===== config.mk =====
export PLATFORM = sky130hd
export DESIGN_NAME = mastermind_buttons
export DESIGN_NICKNAME = d
export VERILOG_FILES = /design/src/rtl/mastermind_pkg.sv /design/src/rtl/btn_debounce.sv /design/src/rtl/mastermind_buttons.sv
export SDC_FILE = /design/constraint.sdc
export NUM_CORES = 1
export LEC_CHECK = 0
export CAP_MARGIN = 10
export CORE_MARGIN = 2
export CORE_UTILIZATION = 30
export DETAILED_ROUTE_END_ITERATION = 6
export SLEW_MARGIN = 20
export SYNTH_ARGS = -nofsm -noshare
export SYNTH_HDL_FRONTEND = slang
export SYNTH_HIERARCHICAL = 1
export SYNTH_SLANG_ARGS = --single-unit

===== constraint.sdc =====
create_clock -name clk -period 3.15 [get_ports clk]
set_clock_uncertainty 0.05 [all_clocks]
set_input_delay 0.63 -clock clk [delete_from_list [all_inputs] [get_ports clk]]
set_output_delay 0.63 -clock clk [all_outputs]
set_load 0.02 [all_outputs]

===== src/rtl/mastermind_pkg.sv =====
// rtl/mastermind_pkg.sv - shared constants and types for the mastermind button front end
// Contents: button bit positions within the 5-bit {S,R,L,U,D} vectors,
//           button count, per-channel FSM state type and a max helper.
package mastermind_pkg;

  localparam int NUM_BTNS = 5;

  localparam int BTN_S = 4;
  localparam int BTN_R = 3;
  localparam int BTN_L = 2;
  localparam int BTN_U = 1;
  localparam int BTN_D = 0;

  typedef enum logic [1:0] {
    ST_RELEASED = 2'd0,
    ST_HELD     = 2'd1,
    ST_REPEAT   = 2'd2
  } btn_state_t;

  function automatic int max_of(input int a, input int b);
    return (a > b) ? a : b;
  endfunction

endpackage


===== src/rtl/btn_debounce.sv =====
// rtl/btn_debounce.sv - one button channel: synchronizer, debouncer, press/auto-repeat FSM
// Ports:
//   clk   - rising-edge clock
//   rst   - synchronous active-high reset
//   raw   - asynchronous raw button (1 = pressed)
//   level - debounced button level
//   press - one-cycle pulse on the debounced rise and on each auto-repeat
module btn_debounce
  import mastermind_pkg::*;
#(
  parameter int DB_CYCLES     = 1000000,
  parameter int REPEAT_DELAY  = 50000000,
  parameter int REPEAT_PERIOD = 15000000,
  parameter bit REPEAT_EN     = 1'b0
) (
  input  logic clk,
  input  logic rst,
  input  logic raw,
  output logic level,
  output logic press
);

  // Debounce counter only ever needs to reach DB_CYCLES-1; keep at least one bit.
  localparam int DBW = (DB_CYCLES > 1) ? $clog2(DB_CYCLES) : 1;
  localparam int HOLD_MAX = max_of(REPEAT_DELAY, REPEAT_PERIOD);
  localparam int HW = (HOLD_MAX > 1) ? $clog2(HOLD_MAX + 1) : 1;

  localparam logic [DBW-1:0] DB_LAST     = DBW'(DB_CYCLES - 1);
  localparam logic [HW-1:0]  DELAY_LAST  = HW'(REPEAT_DELAY - 1);
  localparam logic [HW-1:0]  PERIOD_LAST = HW'(REPEAT_PERIOD - 1);

  logic s1, s2;
  logic [DBW-1:0] db_cnt, db_cnt_next;
  logic [HW-1:0]  hold_cnt, hold_cnt_next;
  logic           level_next, press_next;
  logic           rise, fall;
  btn_state_t     state, state_next;

  always_ff @(posedge clk) begin
    if (rst) begin
      s1       <= 1'b0;
      s2       <= 1'b0;
      db_cnt   <= '0;
      level    <= 1'b0;
      press    <= 1'b0;
      state    <= ST_RELEASED;
      hold_cnt <= '0;
    end else begin
      s1       <= raw;
      s2       <= s1;
      db_cnt   <= db_cnt_next;
      level    <= level_next;
      press    <= press_next;
      state    <= state_next;
      hold_cnt <= hold_cnt_next;
    end
  end

  always_comb begin
    db_cnt_next   = '0;
    level_next    = level;
    press_next    = 1'b0;
    state_next    = state;
    hold_cnt_next = hold_cnt;

    // Any agreement between s2 and level (including a one-cycle bounce) restarts the count.
    if (s2 != level) begin
      if (db_cnt == DB_LAST) begin
        level_next = ~level;
      end else begin
        db_cnt_next = db_cnt + 1'b1;
      end
    end

    rise = level_next & ~level;
    fall = level & ~level_next;

    case (state)
      ST_RELEASED: begin
        if (rise) begin
          state_next    = ST_HELD;
          press_next    = 1'b1;
          hold_cnt_next = '0;
        end
      end
      ST_HELD: begin
        if (fall) begin
          state_next    = ST_RELEASED;
          hold_cnt_next = '0;
        end else if (REPEAT_EN) begin
          if (hold_cnt == DELAY_LAST) begin
            state_next    = ST_REPEAT;
            press_next    = 1'b1;
            hold_cnt_next = '0;
          end else begin
            hold_cnt_next = hold_cnt + 1'b1;
          end
        end
      end
      ST_REPEAT: begin
        // A release wins over a repeat pulse due on the same edge.
        if (fall) begin
          state_next    = ST_RELEASED;
          hold_cnt_next = '0;
        end else if (hold_cnt == PERIOD_LAST) begin
          press_next    = 1'b1;
          hold_cnt_next = '0;
        end else begin
          hold_cnt_next = hold_cnt + 1'b1;
        end
      end
      default: begin
        state_next    = ST_RELEASED;
        hold_cnt_next = '0;
      end
    endcase
  end

endmodule


===== src/rtl/mastermind_buttons.sv =====
// rtl/mastermind_buttons.sv - five debounced board buttons with press pulses and U/D auto-repeat
// Ports:
//   clk                          - rising-edge clock
//   rst                          - synchronous active-high reset
//   btnS, btnR, btnL, btnU, btnD - raw asynchronous buttons (1 = pressed)
//   btn_level[4:0]               - debounced levels {S,R,L,U,D}
//   btn_press[4:0]               - one-cycle press/repeat pulses {S,R,L,U,D}
module mastermind_buttons
  import mastermind_pkg::*;
#(
  parameter int DB_CYCLES     = 1000000,
  parameter int REPEAT_DELAY  = 50000000,
  parameter int REPEAT_PERIOD = 15000000
) (
  input  logic       clk,
  input  logic       rst,
  input  logic       btnS,
  input  logic       btnR,
  input  logic       btnL,
  input  logic       btnU,
  input  logic       btnD,
  output logic [4:0] btn_level,
  output logic [4:0] btn_press
);

  logic [NUM_BTNS-1:0] raw;

  assign raw = {btnS, btnR, btnL, btnU, btnD};

  for (genvar i = 0; i < NUM_BTNS; i++) begin : g_ch
    // Only the up/down buttons auto-repeat.
    btn_debounce #(
      .DB_CYCLES    (DB_CYCLES),
      .REPEAT_DELAY (REPEAT_DELAY),
      .REPEAT_PERIOD(REPEAT_PERIOD),
      .REPEAT_EN    ((i == BTN_U) || (i == BTN_D))
    ) u_ch (
      .clk  (clk),
      .rst  (rst),
      .raw  (raw[i]),
      .level(btn_level[i]),
      .press(btn_press[i])
    );
  end

endmodule


==> results.yml <==
run_status:
  status: "finished, final reports clean"
yosys:
  synth_edf_count: 0
  yosys_warnings: 6
  syn_avg_cell_area_sq_um: 8.40
  synthesis.area_sq_mm: 0.00878
  async_reset_ff_frac: 0
  ys_ff_latch: 179
  syn_inst: 1045
  synthFlopType: "dfxtp_1"
  synth_cell_types: 54
  syn_nets: 1067
  ys_seq_area_frac: 0.408
clock_tree:
  post_cts_buffers: 0
  clkTransAtPathRegs_ns: 0.07
  clockBufferDepth: 2
  cts_resized: 0
  cts_buffers: 17
  cts_root_buffer: "clkbuf_16"
  clk-insertion-delay-late_ns: 0.43
  htreeDepth: 4
  cts.sinks: 179
  hold_buffers: 0
  cts_tree: "yes"
cells_and_area:
  fin_nets: 1079
  drive_above_1_share: 0.0626
  fill_cells: 2949
  synthToLayoutAreaGrowth_pct: 13.1
  design_area_sq_mm: 0.00993
  utilization: 0.345
  final_common_cell: "dfxtp_1"
  final-seq-area_sq_mm: 0.00358
  final_cell_mix: "dfxtp_1 (179), nor2_1 (112), nand3_1 (101), nand2_1 (98), or3_1 (53)"
  multi_input_comb_area_sq_mm: 0.00491
  n_antenna_cell: 0
setup_path:
  reg2reg_from: "g_ch[1].u_ch/db_cnt[0]"
  cp_top_family: "compound AO/OA/AOI/OAI gates"
  rrSetupSlack_ns: 0.42
  worstPathMaxFanout: 23
  setup.worst_path.start_class: "flip-flop"
  crit_slowest_cell: "o31a_1"
  reg2reg_depth: 7
  max_stage_delay_ns: 0.49
  critPathArrivalTime_ns: 3.03
  worstPathCellList: "ha_1 -> and4_4 -> nand2_1 -> o31a_1 -> a211o_4 -> or4_1 -> a31oi_1"
  endpoint_kind: "flip-flop"
  r2r_end: "g_ch[1].u_ch/hold_cnt[9]"
  worst-path-buf-inv: 0
  crit_type: "flip-flop to flip-flop"
  cp.required_ns: 3.45
die:
  start_util: 0.305
  core.rowCount: 62
  die_w_um: 175
  chipHeight_um: 175
  num_io_pins: 17
  coreArea_sq_mm: 0.0288
  die-area_sq_mm: 0.0306
worst_hold_path:
  hold_depth: 1
  hold_class: "flip-flop to flip-flop"
  whs_endpoint: "g_ch[3].u_ch/s2"
  min-delay-start: "g_ch[3].u_ch/s1"
global_routing:
  overflow: 0
  antenna_found_initial: 0
  grt_pass1_wl_um: 32200
  grt_start_max_net_pins: 24
  grt_pass1_vias: 6899
  track_usage: 0.124
routing:
  wl_per_cell_um: 12.7
  ant_nets: 0
  drt_iter0_drc: 473
  via_count: 7469
  drtPass1Iterations: 4
  drcViolationCount: 0
  viasPerCell: 5.14
  wl_um: 18500
place:
  io_buffers: 16
  postPlaceCellArea_sq_mm: 0.00932
  hpwl_um: 12300
  gp_congestion: 0.782
power:
  p_total_uw: 4630
  p_per_area_mw_per_mm2: 467
  p_leak_uw: 0.00287
  ir_drop_mv: 0.355
run:
  drv_cap: 0
timing:
  fmax_mhz: 367
  maxSlewViolCount: 0
  hold_violations: 0
  post-route-period-util: 0.866
  setup_tns_ns: 0
  worst_slew_pin_slew_ns: 0.866
  relSlewSlack: 0.423
  rsz0062_at_grt: "false"
  post-route-min-period_ns: 2.73
  finalSetupViolations: 0
==> cells by family after synthesis <==
| logic type | synth area share |
|---|---|
| buffers and inverters | 0.0328 |
| multiplexers | 0.00257 |
| AO/OA/AOI/OAI | 0.118 |
| XOR/XNOR | 0.0728 |
| AND/OR/NAND/NOR | 0.345 |
| adder cells (fa/ha/maj) | 0.0214 |
| flip-flops | 0.408 |
==> how the worst max path moves through the flow <==
stage / start / endpoint / slack, ns / cells past startpoint
6_report: g_ch[1].u_ch/db_cnt[0] / g_ch[1].u_ch/hold_cnt[9] / 0.42 / 7
5_1_grt: g_ch[1].u_ch/db_cnt[0] / g_ch[1].u_ch/hold_cnt[14] / 0.26 / 7
4_1_cts: g_ch[1].u_ch/db_cnt[0] / g_ch[1].u_ch/hold_cnt[9] / 0.42 / 7
3_5_place_dp: g_ch[1].u_ch/db_cnt[0] / g_ch[1].u_ch/hold_cnt[9] / 0.45 / 7
3_3_place_gp: g_ch[1].u_ch/db_cnt[0] / g_ch[1].u_ch/hold_cnt[14] / 0.46 / 7
2_1_floorplan: g_ch[0].u_ch/db_cnt[0] / g_ch[0].u_ch/hold_cnt[9] / 0.80 / 8
==> power breakdown <==
group / internal [uW] / total [uW] / switching [uW] / leakage [uW]
Sequential: 2280 / 2290 / 11.6 / 0.00144
Clock: 1270 / 2200 / 934 / 0.000290
Combinational: 47.3 / 145 / 97.7 / 0.00114
Total: 3590 / 4630 / 1040 / 0.00287
==> routing by layer <==
layer	wire (um)	global-route usage
met1	9440	0.163
met5	0	0
met4	212	0.0431
met2	8380	0.202
met3	443	0.0233
==> layout make-up <==
| class | instances | share of cell area |
|---|---|---|
| Multi-Input combinational cell | 804 | 0.495 |
| Sequential cell | 179 | 0.361 |
| Tap cell | 384 | 0.0484 |
| Clock buffer | 19 | 0.0436 |
| Timing Repair Buffer | 27 | 0.0240 |
| Clock inverter | 13 | 0.0179 |
| Inverter | 28 | 0.0106 |
==> flip-flops by register name (all words and copies together), names as in the netlist <==
name	count
g_ch.u_ch/s1	5
g_ch.u_ch/press	5
g_ch.u_ch/db_cnt	100
g_ch.u_ch/hold_cnt	52
g_ch.u_ch/state	7
g_ch.u_ch/s2	5
g_ch.u_ch/level	5
==> metrics by stage <==
stage | instances | hold slack [ns] | setup slack, ns
3_3_place_gp | 1422 | 0.371 | 0.463
3_5_place_dp | 1422 | 0.370 | 0.450
6_report | 1454 | 0.385 | 0.423
4_1_cts | 1454 | 0.386 | 0.417
5_1_grt | 1454 | 0.405 | 0.262
2_1_floorplan | 1045 | 0.364 | 0.804
==> cells in the mapped netlist (5+ instances only) <==
library cell / number / area share
xor2_1: 36 / 0.036
xnor2_1: 37 / 0.037
or4b_1: 5 / 0.0057
o31ai_1: 9 / 0.0077
or4_1: 19 / 0.016
nor3_1: 17 / 0.0097
a31oi_1: 45 / 0.032
and4_1: 16 / 0.016
or2_2: 5 / 0.0036
nand2_1: 98 / 0.042
and2_1: 10 / 0.0071
dfxtp_1: 179 / 0.41
clkbuf_1: 25 / 0.011
or3_1: 53 / 0.038
nor2_1: 112 / 0.048
nor4_1: 14 / 0.010
nand4_1: 29 / 0.021
nor2b_1: 10 / 0.0071
inv_1: 28 / 0.012
nand3_1: 101 / 0.058
buf_6: 7 / 0.0090
ha_1: 15 / 0.021
o21ai_0: 35 / 0.020
and3_1: 17 / 0.012
a21oi_1: 43 / 0.025
No activity file was read; power rests on OpenSTA's default activity.
